**config.mk**
```make
export PLATFORM = sky130hd
export DESIGN_NAME = mux_sync_nx1
export DESIGN_NICKNAME = d
export VERILOG_FILES = /design/src/rtl/mux_sync_nx1_pkg.sv /design/src/rtl/mux_sync_nx1_dt_counter.sv /design/src/rtl/mux_sync_nx1.sv
export SDC_FILE = /design/constraint.sdc
export NUM_CORES = 1
export LEC_CHECK = 0
export ABC_AREA = 1
export CAP_MARGIN = 5
export CORE_MARGIN = 2
export CORE_UTILIZATION = 53
export DETAILED_ROUTE_END_ITERATION = 12
export HOLD_SLACK_MARGIN = 0.02
export PLACE_DENSITY = 0.95
export SETUP_SLACK_MARGIN = 0.05
export SLEW_MARGIN = 20
export SYNTH_ARGS = -nofsm -noshare
export SYNTH_HDL_FRONTEND = slang
export SYNTH_SLANG_ARGS = --single-unit
```
**constraint.sdc**
```tcl
create_clock -name clk -period 2.8 [get_ports clk]
set_clock_uncertainty 0.1 [all_clocks]
set_input_delay 0.42 -clock clk [delete_from_list [all_inputs] [get_ports clk]]
set_output_delay 0.42 -clock clk [all_outputs]
set_load 0.05 [all_outputs]
```
**src/rtl/mux_sync_nx1_pkg.sv**
```systemverilog
// Shared defaults and FSM state type for the
// carrier-synchronous N:1 channel mux.
package PKG_pwm;

  localparam int N_CH_DEF = 8;
  localparam int W_DEF    = 1;
  localparam int DT_W_DEF = 8;

  typedef enum logic [1:0] {
    ST_RUN   = 2'd0,
    ST_PEND  = 2'd1,
    ST_BLANK = 2'd2
  } state_e;

endpackage

```
**src/rtl/mux_sync_nx1_dt_counter.sv**
```systemverilog
// Blanking down-counter: load at the carrier
// boundary, count down, flag the final cycle.
module dt_counter
  import PKG_pwm::*;
#(
  parameter int DT_W = DT_W_DEF
) (
  input  logic            clk,
  input  logic            rst,
  input  logic            load,
  input  logic            dec,
  input  logic [DT_W-1:0] load_val,
  output logic            last
);

  logic [DT_W-1:0] cnt_q;
  logic [DT_W-1:0] cnt_d;

  always_comb begin
    cnt_d = cnt_q;
    if (load) begin
      cnt_d = load_val;
    end else if (dec && (cnt_q != '0)) begin
      cnt_d = cnt_q - 1'b1;
    end
  end

  always_ff @(posedge clk or posedge rst) begin
    if (rst) begin
      cnt_q <= '0;
    end else begin
      cnt_q <= cnt_d;
    end
  end

  assign last = (cnt_q == DT_W'(1));

endmodule

```
**src/rtl/mux_sync_nx1.sv**
```systemverilog
// Registered N:1 channel mux whose selection only
// changes at a carrier boundary, with optional blanking.
module mux_sync_nx1
  import PKG_pwm::*;
#(
  parameter int N_CH = N_CH_DEF,
  parameter int W    = W_DEF,
  parameter int DT_W = DT_W_DEF,
  localparam int SEL_W = (N_CH > 1) ? $clog2(N_CH) : 1
) (
  input  logic              clk,
  input  logic              rst,
  input  logic [N_CH*W-1:0] in_data,
  input  logic [SEL_W-1:0]  sel_req,
  input  logic              sel_valid,
  output logic              sel_ready,
  input  logic              sync_i,
  input  logic [DT_W-1:0]   dt_cycles,
  input  logic [W-1:0]      idle_val,
  output logic [W-1:0]      out_data,
  output logic [SEL_W-1:0]  sel_cur,
  output logic              busy,
  output logic              sel_err
);

  localparam logic [SEL_W:0] N_CH_L = (SEL_W+1)'(N_CH);

  state_e            state_q, state_d;
  logic [SEL_W-1:0]  sel_cur_q, sel_cur_d;
  logic [SEL_W-1:0]  sel_nxt_q, sel_nxt_d;
  logic [W-1:0]      out_q, out_d;
  logic              err_q, err_d;

  logic              accept;
  logic              req_bad;
  logic              cnt_load;
  logic              cnt_last;
  logic              use_idle;
  logic [SEL_W-1:0]  mux_sel;
  logic [W-1:0]      mux_out;

  assign accept  = sel_valid && (state_q == ST_RUN);
  assign req_bad = ({1'b0, sel_req} >= N_CH_L);

  always_comb begin
    state_d   = state_q;
    sel_cur_d = sel_cur_q;
    sel_nxt_d = sel_nxt_q;
    err_d     = 1'b0;
    cnt_load  = 1'b0;
    use_idle  = 1'b0;
    mux_sel   = sel_cur_q;
    unique case (state_q)
      ST_RUN: begin
        if (accept) begin
          if (req_bad) begin
            err_d = 1'b1;
          end else if (sel_req != sel_cur_q) begin
            sel_nxt_d = sel_req;
            state_d   = ST_PEND;
          end
        end
      end
      ST_PEND: begin
        if (sync_i) begin
          if (dt_cycles == '0) begin
            sel_cur_d = sel_nxt_q;
            state_d   = ST_RUN;
          end else begin
            cnt_load = 1'b1;
            use_idle = 1'b1;
            state_d  = ST_BLANK;
          end
        end
      end
      ST_BLANK: begin
        // last blank cycle: the register picks up the new channel
        if (cnt_last) begin
          sel_cur_d = sel_nxt_q;
          mux_sel   = sel_nxt_q;
          state_d   = ST_RUN;
        end else begin
          use_idle = 1'b1;
        end
      end
      default: begin
        state_d = ST_RUN;
      end
    endcase
  end

  always_comb begin
    mux_out = '0;
    for (int k = 0; k < N_CH; k++) begin
      if (mux_sel == SEL_W'(k)) begin
        mux_out = in_data[k*W +: W];
      end
    end
  end

  assign out_d = use_idle ? idle_val : mux_out;

  dt_counter #(
    .DT_W (DT_W)
  ) u_dt (
    .clk      (clk),
    .rst      (rst),
    .load     (cnt_load),
    .dec      (state_q == ST_BLANK),
    .load_val (dt_cycles),
    .last     (cnt_last)
  );

  always_ff @(posedge clk or posedge rst) begin
    if (rst) begin
      state_q   <= ST_RUN;
      sel_cur_q <= '0;
      sel_nxt_q <= '0;
      out_q     <= '0;
      err_q     <= 1'b0;
    end else begin
      state_q   <= state_d;
      sel_cur_q <= sel_cur_d;
      sel_nxt_q <= sel_nxt_d;
      out_q     <= out_d;
      err_q     <= err_d;
    end
  end

  assign sel_ready = (state_q == ST_RUN);
  assign busy      = (state_q != ST_RUN);
  assign out_data  = out_q;
  assign sel_cur   = sel_cur_q;
  assign sel_err   = err_q;

endmodule

```
==> flow_metrics.tcl, run 1 <==
set metrics [dict create \
    status "complete, no violations" \
    drc 0 \
    synth-seq-cells 17 \
    drv_slew 0 \
    p_comb_share_pct 64.6 \
    wl_mm 3.05 \
    power.internal_mw 0.820 \
    cp-end-kind "output pin" \
    fin_nets 236 \
    tns_ns 0 \
    clk_path_buf_depth 2 \
    wl_per_cell_um 13.1 \
    seqPwrFrac_pct 27.5 \
    yosys.area.top_type "dfrtp_1" \
    fmax_ghz 0.409 \
    tightest_slew_ns 0.657 \
    path_class "register to output pin" \
    path_clk_slew_ns 0.11 \
    power_frac_clock_pct 8.0 \
    reg2regPathDepth 10 \
    synth_cells 175 \
    tritoncts "done" \
    cts_made_buffers 3 \
    yosysSeqAreaShare_pct 33.7 \
    place_hpwl_mm 2.44 \
    path_cells "inv_1 -> ha_1 -> inv_1 -> clkdlybuf4s50_1" \
    rsz0062_at_grt "no" \
    rr_startpoint "state_q[1]" \
    synth_cell_types 25 \
    place.port_buffers 29 \
    pre_cts_slack_ns 0.535 \
    via_per_inst 5.49 \
    p_leak_nw 0.783 \
    nFillCells 167 \
    place.gp.congestion 0.897 \
    cp_data_required_time_ns 2.28 \
    ir_worst_vdd_v 0.000803 \
    finalSetupViolations 0 \
    pin_count 31 \
    cts.sinks 17 \
    multi_input_area_sq_um 709 \
    die-area_sq_um 2790 \
    critical_path_arrival_ns 1.92 \
    drtAntennaViolNets 0 \
    yosysWarnings 0 \
    htreeDepth 1 \
    seq_area_sq_um 425 \
    cp-startpoint "state_q[1]" \
    syn_area_sq_um 1260 \
    max_stage_delay_ns 0.81 \
    ctsHoldBuffers 0 \
    drt-initial-drc-count 42 \
    layout_setup_ws_ns 0.356 \
    drive_above_1_share_pct 5.85 \
    grt_start_max_net_pins 18 \
    grt_overflow 0 \
    layout_min_cycle_time_ns 2.44 \
    die_h_um 52.8 \
    grt.total_usage_pct 26.0 \
    fin_crit_sh_pct 87.3 \
    grt_pass1_vias 1242 \
    syn-num-nets 205 \
    cp_max_fo 3 \
    area_growth_syn_to_layout_pct 26.5 \
    antennaDiodeCount 0 \
    dr.pass1.iters 4 \
    grt_antenna_before_repair 0 \
    totalPowerFinal_mw 1.76 \
    cts_root_buf "clkbuf_4" \
    cp-start-kind "register" \
    switching_share_pct 53.3 \
    path_common_cell "inv_1" \
    avgSynthCellArea_sq_um 7.21 \
    core.rowCount 17 \
    synth.area.top_cells "dfrtp_1, nand2_1, inv_1" \
    postCtsSetupRepairBufs 0 \
    core_sq_um 2230 \
    p_switching_mw 0.937 \
    cap_violations 0 \
    relSlewSlack_pct 56.1 \
    hold_class "input pin to asynchronous set/reset pin" \
    dieWidth_um 52.8 \
    initial_core_util_pct 56.5 \
    synth.top_cell.area_share_pct 33.7 \
    r2r_slack_ns 0.85 \
    hold_violations 0 \
    grt_pass1_wl_mm 5.29 \
    cts_resized 0 \
    vias 1279 \
    slowest_stage "clkdlybuf4s50_1" \
    clk_latency_ns 0.31 \
    power_density_nw_per_um2 1100 \
]
## worst max-delay path: cells and delay by family (launching register included)
| family | cells | cell delay, ns |
|---|---|---|
| fa+ha+maj | 1 | 0.22 |
| buf+inv | 3 | 0.99 |
| flops | 1 | 0.40 |
## layout make-up
type,count,share of cell area (%)
clock buffer,4,1.65
inverter,29,6.82
multi-input combinational,126,44.5
sequential,17,26.7
tap,28,2.20
timing repair buffer,29,18.2
## power groups by stage
stage	Combinational (mW)	Clock [mW]	Sequential [mW]
2_1_floorplan	0.743	0	0.563
3_3_place_gp	1.08	0	0.477
3_5_place_dp	1.12	0	0.483
4_1_cts	1.13	0.140	0.479
5_1_grt	1.27	0.148	0.498
6_report	1.13	0.140	0.483
## cells in the final DEF, fill, tap and decap left out
master           instances
nand2_4                  1
xor2_1                   7
nor2_2                   1
clkbuf_4                 3
a21oi_2                  1
conb_1                   1
nor2_8                   1
clkbuf_1                 1
o221ai_1                 4
nand2_2                  2
nand3_2                  1
nor2_1                  14
dfrtp_1                 17
nand3_1                 20
o21ai_2                  1
o21ai_1                  4
clkdlybuf4s50_1         29
o211ai_1                 3
nand2_1                 38
o21ai_0                  8
ha_1                     6
a21oi_1                  9
a22oi_1                  2
nor2_4                   1
inv_1                   29
o31ai_1                  1
## synth_stat cells (all sizes together)
| master | number |
|---|---|
| o21ai | 13 |
| ha | 6 |
| conb | 1 |
| o211ai | 3 |
| dfrtp | 17 |
| xor2 | 7 |
| nand2 | 41 |
| inv | 29 |
| a22oi | 2 |
| nand3 | 21 |
| a21oi | 10 |
| buf | 3 |
| o31ai | 1 |
| o221ai | 4 |
| nor2 | 17 |
## metal layers
layer	vias up	track usage (%)	routed length (um)	share of wire, %
li1	621	-	-	-
met2	60	41.3	1470	48
met5	-	0	0	0
met1	585	33.5	1270	42
met4	0	14.1	91	3.0
met3	13	4.29	215	7.0
## worst paths after layout
check	to
setup / recovery	busy
hold / removal	state_q[1]
setup reg to reg	out_data
hold reg to reg	state_q[0]
max in group asynchronous	u_dt.cnt_q[3]
min in group clk	state_q[0]
## per-stage QoR
step / hold WS, ns / area (sq um) / std cells / util [%]
3_5_place_dp: 0.415 / 1570 / 229 / 70.3
3_3_place_gp: 0.400 / 1570 / 229 / 70.3
5_1_grt: 0.461 / 1600 / 233 / 71.4
2_1_floorplan: 0.246 / 1260 / 175 / -
6_report: 0.392 / 1600 / 233 / 71.4
4_1_cts: 0.411 / 1600 / 233 / 71.4
## registers in the layout (all words and copies together) (netlist names)
register / cells
out_data: 1
sel_cur: 3
sel_nxt_q: 3
state_q: 2
u_dt.cnt_q: 8
## kinds of logic (layout without fill, tap and decap cells)
kind of cell	Yosys count	in the layout	share of synthesized area [%]
buffers and inverters	32	62	10.0
xor gates and xnor gates	7	7	4.86
adders and majority gates	6	6	5.95
and+or+nand+nor	79	79	29.1
AOI/OAI and AO/OA	33	33	16.1
DFF	17	17	33.7
other	1	1	0.297
Power figures use the tool's default switching activity.
==> run 2: changes to the inputs <==
--- a/config.mk
+++ b/config.mk
@@ -8,7 +8,8 @@
 export ABC_AREA = 1
 export CAP_MARGIN = 5
 export CORE_MARGIN = 2
-export CORE_UTILIZATION = 53
+export CORE_UTILIZATION = 55
+export CTS_BUF_LIST = sky130_fd_sc_hd__clkbuf_4
 export DETAILED_ROUTE_END_ITERATION = 12
 export HOLD_SLACK_MARGIN = 0.02
 export PLACE_DENSITY = 0.95
==> flow_metrics.tcl, run 2 (synthesized netlist as in run 1, its figures left out) <==
set metrics [dict create \
    status "complete, no violations" \
    critical_path_arrival_ns 1.90 \
    power_frac_clock_pct 7.4 \
    multi_input_area_sq_um 709 \
    cp-start-kind "register" \
    place.port_buffers 29 \
    initial_core_util_pct 57.6 \
    die_h_um 51.9 \
    area_growth_syn_to_layout_pct 26.6 \
    cts_root_buf "clkbuf_4" \
    cts_resized 0 \
    power_density_nw_per_um2 1100 \
    layout_common_cells "nand2_1, inv_1, clkdlybuf4s50_1" \
    ctsHoldBuffers 0 \
    tritoncts "done" \
    via_per_inst 5.52 \
    switching_share_pct 53.5 \
    fmax_ghz 0.413 \
    drt-initial-drc-count 63 \
    layout_setup_ws_ns 0.381 \
    tns_ns 0 \
    max_stage_delay_ns 0.81 \
    wl_per_cell_um 13.5 \
    place_hpwl_mm 2.56 \
    wl_mm 3.15 \
    cp_top_family "buffers and inverters" \
    totalPowerFinal_mw 1.76 \
    cp_data_required_time_ns 2.28 \
    postCtsSetupRepairBufs 0 \
    drive_above_1_share_pct 6.34 \
    path_class "register to output pin" \
    cts.sinks 17 \
    cp-endpoint "busy" \
    pin_count 31 \
    drv_slew 0 \
    fin_crit_sh_pct 86.4 \
    cts_made_buffers 3 \
    seq_area_sq_um 425 \
    path_cells "inv_1 -> ha_1 -> inv_1 -> clkdlybuf4s50_1" \
    grt_pass1_wl_mm 5.38 \
    power.internal_mw 0.817 \
    r2r_slack_ns 0.87 \
    grt.total_usage_pct 26.9 \
    clk_latency_ns 0.29 \
    p_switching_mw 0.939 \
    slowest_stage "clkdlybuf4s50_1" \
    layout_commonest_cell "nand2_1" \
    relSlewSlack_pct 57.8 \
    drc 0 \
    vias 1286 \
    path_common_cell "inv_1" \
    rr_startpoint "state_q[0]" \
    nFillCells 159 \
    grt_antenna_before_repair 0 \
    fin_nets 236 \
    regMostFlops "u_dt.cnt_q" \
    hold_class "input pin to asynchronous set/reset pin" \
    reg2regPathDepth 11 \
    ir_worst_vdd_v 0.000885 \
    seqPwrFrac_pct 27.4 \
    cp-end-kind "output pin" \
    cp_max_fo 3 \
    finish.utilization_pct 72.9 \
    p_leak_nw 0.786 \
    htreeDepth 1 \
    grt_pass1_vias 1143 \
    grt_overflow 0 \
    clk_path_buf_depth 2 \
    die-area_sq_um 2690 \
    antennaDiodeCount 0 \
    tightest_slew_ns 0.632 \
    fin_area_sq_um 1600 \
    dr.pass1.iters 4 \
    path_clk_slew_ns 0.10 \
    timing.rr.end "out_data" \
    worst-path-stages 4 \
    core_sq_um 2190 \
    grt_start_max_net_pins 18 \
    dieWidth_um 51.9 \
    hold_violations 0 \
    placed_cell_area_sq_um 1570 \
    p_comb_share_pct 65.2 \
    core.rowCount 17 \
    largest_register_ffs 8 \
    cp-startpoint "state_q[0]" \
    path_buf_inv 3 \
    rsz0062_at_grt "no" \
    cap_violations 0 \
    drtAntennaViolNets 0 \
    pre_cts_slack_ns 0.496 \
    finalSetupViolations 0 \
    layout_min_cycle_time_ns 2.42 \
    place.gp.congestion 0.898 \
]
[run 2: cell count changes in the layout (fill, tap and decap cells not counted), sizes merged]
cell / change
clkinv: +1
clkbuf: -1
[run 2: power groups by stage]
stage / Combinational [mW] / Sequential [mW] / Clock, mW
after floorplan: 0.743 / 0.563 / 0
after global placement: 1.09 / 0.475 / 0
after detailed placement: 1.13 / 0.483 / 0
after global routing: 1.27 / 0.497 / 0.149
final: 1.15 / 0.481 / 0.130
after CTS: 1.14 / 0.477 / 0.132
[run 2: metal layers]
| layer | vias to the layer above | global-route usage, % | share of wire, % |
|---|---|---|---|
| met2 | 51 | 46.6 | 52 |
| met3 | 9 | 2.59 | 4.2 |
| li1 | 627 | - | - |
| met5 | - | 0 | 0 |
| met1 | 599 | 35.8 | 42 |
| met4 | 0 | 6.58 | 2.1 |
[run 2: worst min path at each step]
stage | to | depth (start not counted) | slack [ns]
2_1_floorplan | out_data | 1 | 0.25
3_3_place_gp | state_q[0] | 2 | 0.40
3_5_place_dp | state_q[0] | 2 | 0.42
4_1_cts | state_q[0] | 2 | 0.41
5_1_grt | state_q[1] | 2 | 0.45
6_report | state_q[0] | 2 | 0.40
[run 2: worst reg2reg max path: stages, from the launching register on]
cell and delay, ns:
dfrtp_1 0.41, inv_1 0.08, ha_1 0.30, inv_1 0.24, a21oi_2 0.20, o21ai_2 0.08, nand2_1 0.11, inv_1 0.07
nand2_1 0.07, nand3_1 0.06, nand3_1 0.07, nand2_1 0.05
[run 2: through the flow]
| step | cells | hold slack (ns) |
|---|---|---|
| after global routing | 233 | 0.446 |
| final | 233 | 0.399 |
| after CTS | 233 | 0.410 |
| after global placement | 229 | 0.400 |
| after detailed placement | 229 | 0.417 |
| after floorplan | 175 | 0.246 |
[run 2: cell type report]
| cell class | instances | share of cell area, % |
|---|---|---|
| multi-input cells | 126 | 44.4 |
| flip-flops and latches | 17 | 26.6 |
| repair buffers | 29 | 18.2 |
| inverters | 29 | 6.82 |
| well taps | 28 | 2.19 |
| clock buffers | 3 | 1.41 |
| clock inverters | 1 | 0.313 |
==> run 3: changes to the inputs <==
--- a/config.mk
+++ b/config.mk
@@ -9,10 +9,11 @@
 export CAP_MARGIN = 5
 export CORE_MARGIN = 2
 export CORE_UTILIZATION = 55
-export CTS_BUF_LIST = sky130_fd_sc_hd__clkbuf_4
+export CTS_BUF_LIST = sky130_fd_sc_hd__clkbuf_4 sky130_fd_sc_hd__clkbuf_8
 export DETAILED_ROUTE_END_ITERATION = 12
 export HOLD_SLACK_MARGIN = 0.02
 export PLACE_DENSITY = 0.95
+export REMOVE_ABC_BUFFERS = 1
 export SETUP_SLACK_MARGIN = 0.05
 export SLEW_MARGIN = 20
 export SYNTH_ARGS = -nofsm -noshare
==> flow_metrics.tcl, run 3 (synthesized netlist as in run 1, its figures left out) <==
set metrics [dict create \
    status "complete, no violations" \
    htreeDepth 1 \
    antennaDiodeCount 0 \
    die_h_um 51.9 \
    rr_startpoint "state_q[0]" \
    cts.sinks 17 \
    core_sq_um 2190 \
    nFillCells 176 \
    power_density_nw_per_um2 1110 \
    drv_slew 0 \
    tritoncts "done" \
    dp_cells 229 \
    wl_per_cell_um 13.3 \
    final_cells 233 \
    fmax_ghz 0.413 \
    fin_nets 236 \
    placed_cell_area_sq_um 1570 \
    path_common_cell "inv_1" \
    drc 0 \
    path_cells "inv_1 -> ha_1 -> inv_1 -> clkdlybuf4s50_1" \
    place.port_buffers 29 \
    cp_top_family "buffers and inverters" \
    grt_pass1_vias 1219 \
    via_per_inst 5.48 \
    totalPowerFinal_mw 1.77 \
    initial_core_util_pct 57.6 \
    seq_area_sq_um 425 \
    dr.pass1.iters 4 \
    grt_start_max_net_pins 18 \
    cp-start-kind "register" \
    dieWidth_um 51.9 \
    hold_violations 0 \
    hold_class "input pin to asynchronous set/reset pin" \
    finalSetupViolations 0 \
    rsz0062_at_grt "no" \
    reg2regPathDepth 11 \
    grt_antenna_before_repair 0 \
    cts_resized 0 \
    place_hpwl_mm 2.46 \
    regMostFlops "u_dt.cnt_q" \
    grt_pass1_wl_mm 5.15 \
    clk_latency_ns 0.29 \
    cp_data_required_time_ns 2.28 \
    core.rowCount 17 \
    layout_commonest_cell "nand2_1" \
    ctsHoldBuffers 0 \
    path_clk_slew_ns 0.11 \
    drtAntennaViolNets 0 \
    cp_max_fo 3 \
    ir_worst_vdd_v 0.000959 \
    pin_count 31 \
    fin_area_sq_um 1600 \
    layout_min_cycle_time_ns 2.42 \
    grt.total_usage_pct 25.8 \
    tightest_slew_ns 0.645 \
    r2r_slack_ns 0.82 \
    cts_root_buf "clkbuf_4" \
    critical_path_arrival_ns 1.90 \
    path_buf_inv 3 \
    cp-end-kind "output pin" \
    area_growth_syn_to_layout_pct 26.8 \
    vias 1277 \
    layout_common_cells "nand2_1, inv_1, clkdlybuf4s50_1" \
    clk_path_buf_depth 2 \
    drt-initial-drc-count 38 \
    cap_violations 0 \
    wl_mm 3.10 \
    place.gp.congestion 0.890 \
    max_stage_delay_ns 0.81 \
    cts_made_buffers 3 \
    timing.rr.end "out_data" \
    grt_overflow 0 \
    path_class "register to output pin" \
    relSlewSlack_pct 56.9 \
    die-area_sq_um 2690 \
    postCtsSetupRepairBufs 0 \
    tns_ns 0 \
    fin_crit_sh_pct 86.4 \
    slowest_stage "clkdlybuf4s50_1" \
    largest_register_ffs 8 \
    multi_input_area_sq_um 709 \
    drive_above_1_share_pct 6.34 \
    p_leak_nw 0.786 \
]
[run 3: cell count changes in the layout (fill, tap and decap cells not counted)]
cell,change
clkbuf_4,+1
clkinv_2,-1
[run 3: final cells by class]
cell class	count	share of cell area [%]
timing repair buffer	29	18.2
tap	28	2.19
multi-input combinational	126	44.4
sequential	17	26.6
clock buffer	4	1.88
inverter	29	6.81
[run 3: through the flow]
stage	worst slack (ns)	hold WS [ns]	util, %
after CTS	0.373	0.435	73.0
after detailed placement	0.542	0.425	71.6
after floorplan	0.846	0.246	-
after global routing	0.285	0.477	73.0
final	0.381	0.406	73.0
after global placement	0.634	0.399	71.6
[run 3: worst max path at each step]
stage,endpoint,startpoint,slack (ns),cells past startpoint
after CTS,busy,state_q[0],0.37,4
after global routing,busy,state_q[0],0.29,4
after global placement,out_data,dt_cycles[2],0.63,11
after floorplan,sel_nxt_q[0],state_q[0],0.85,5
after detailed placement,out_data,dt_cycles[2],0.54,11
final,busy,state_q[0],0.38,4
[run 3: routing by layer]
| metal | GRT usage [%] | vias up | routed length (um) |
|---|---|---|---|
| met5 | 0 | - | 0 |
| li1 | - | 625 | - |
| met4 | 11.0 | 0 | 55 |
| met1 | 32.9 | 606 | 1350 |
| met2 | 42.8 | 39 | 1570 |
| met3 | 4.60 | 7 | 126 |
[run 3: report_power, final]
part	switching (mW)	internal (mW)
sequential	0.109	0.369
combinational	0.746	0.396
clock	0.0837	0.0651
total	0.939	0.830
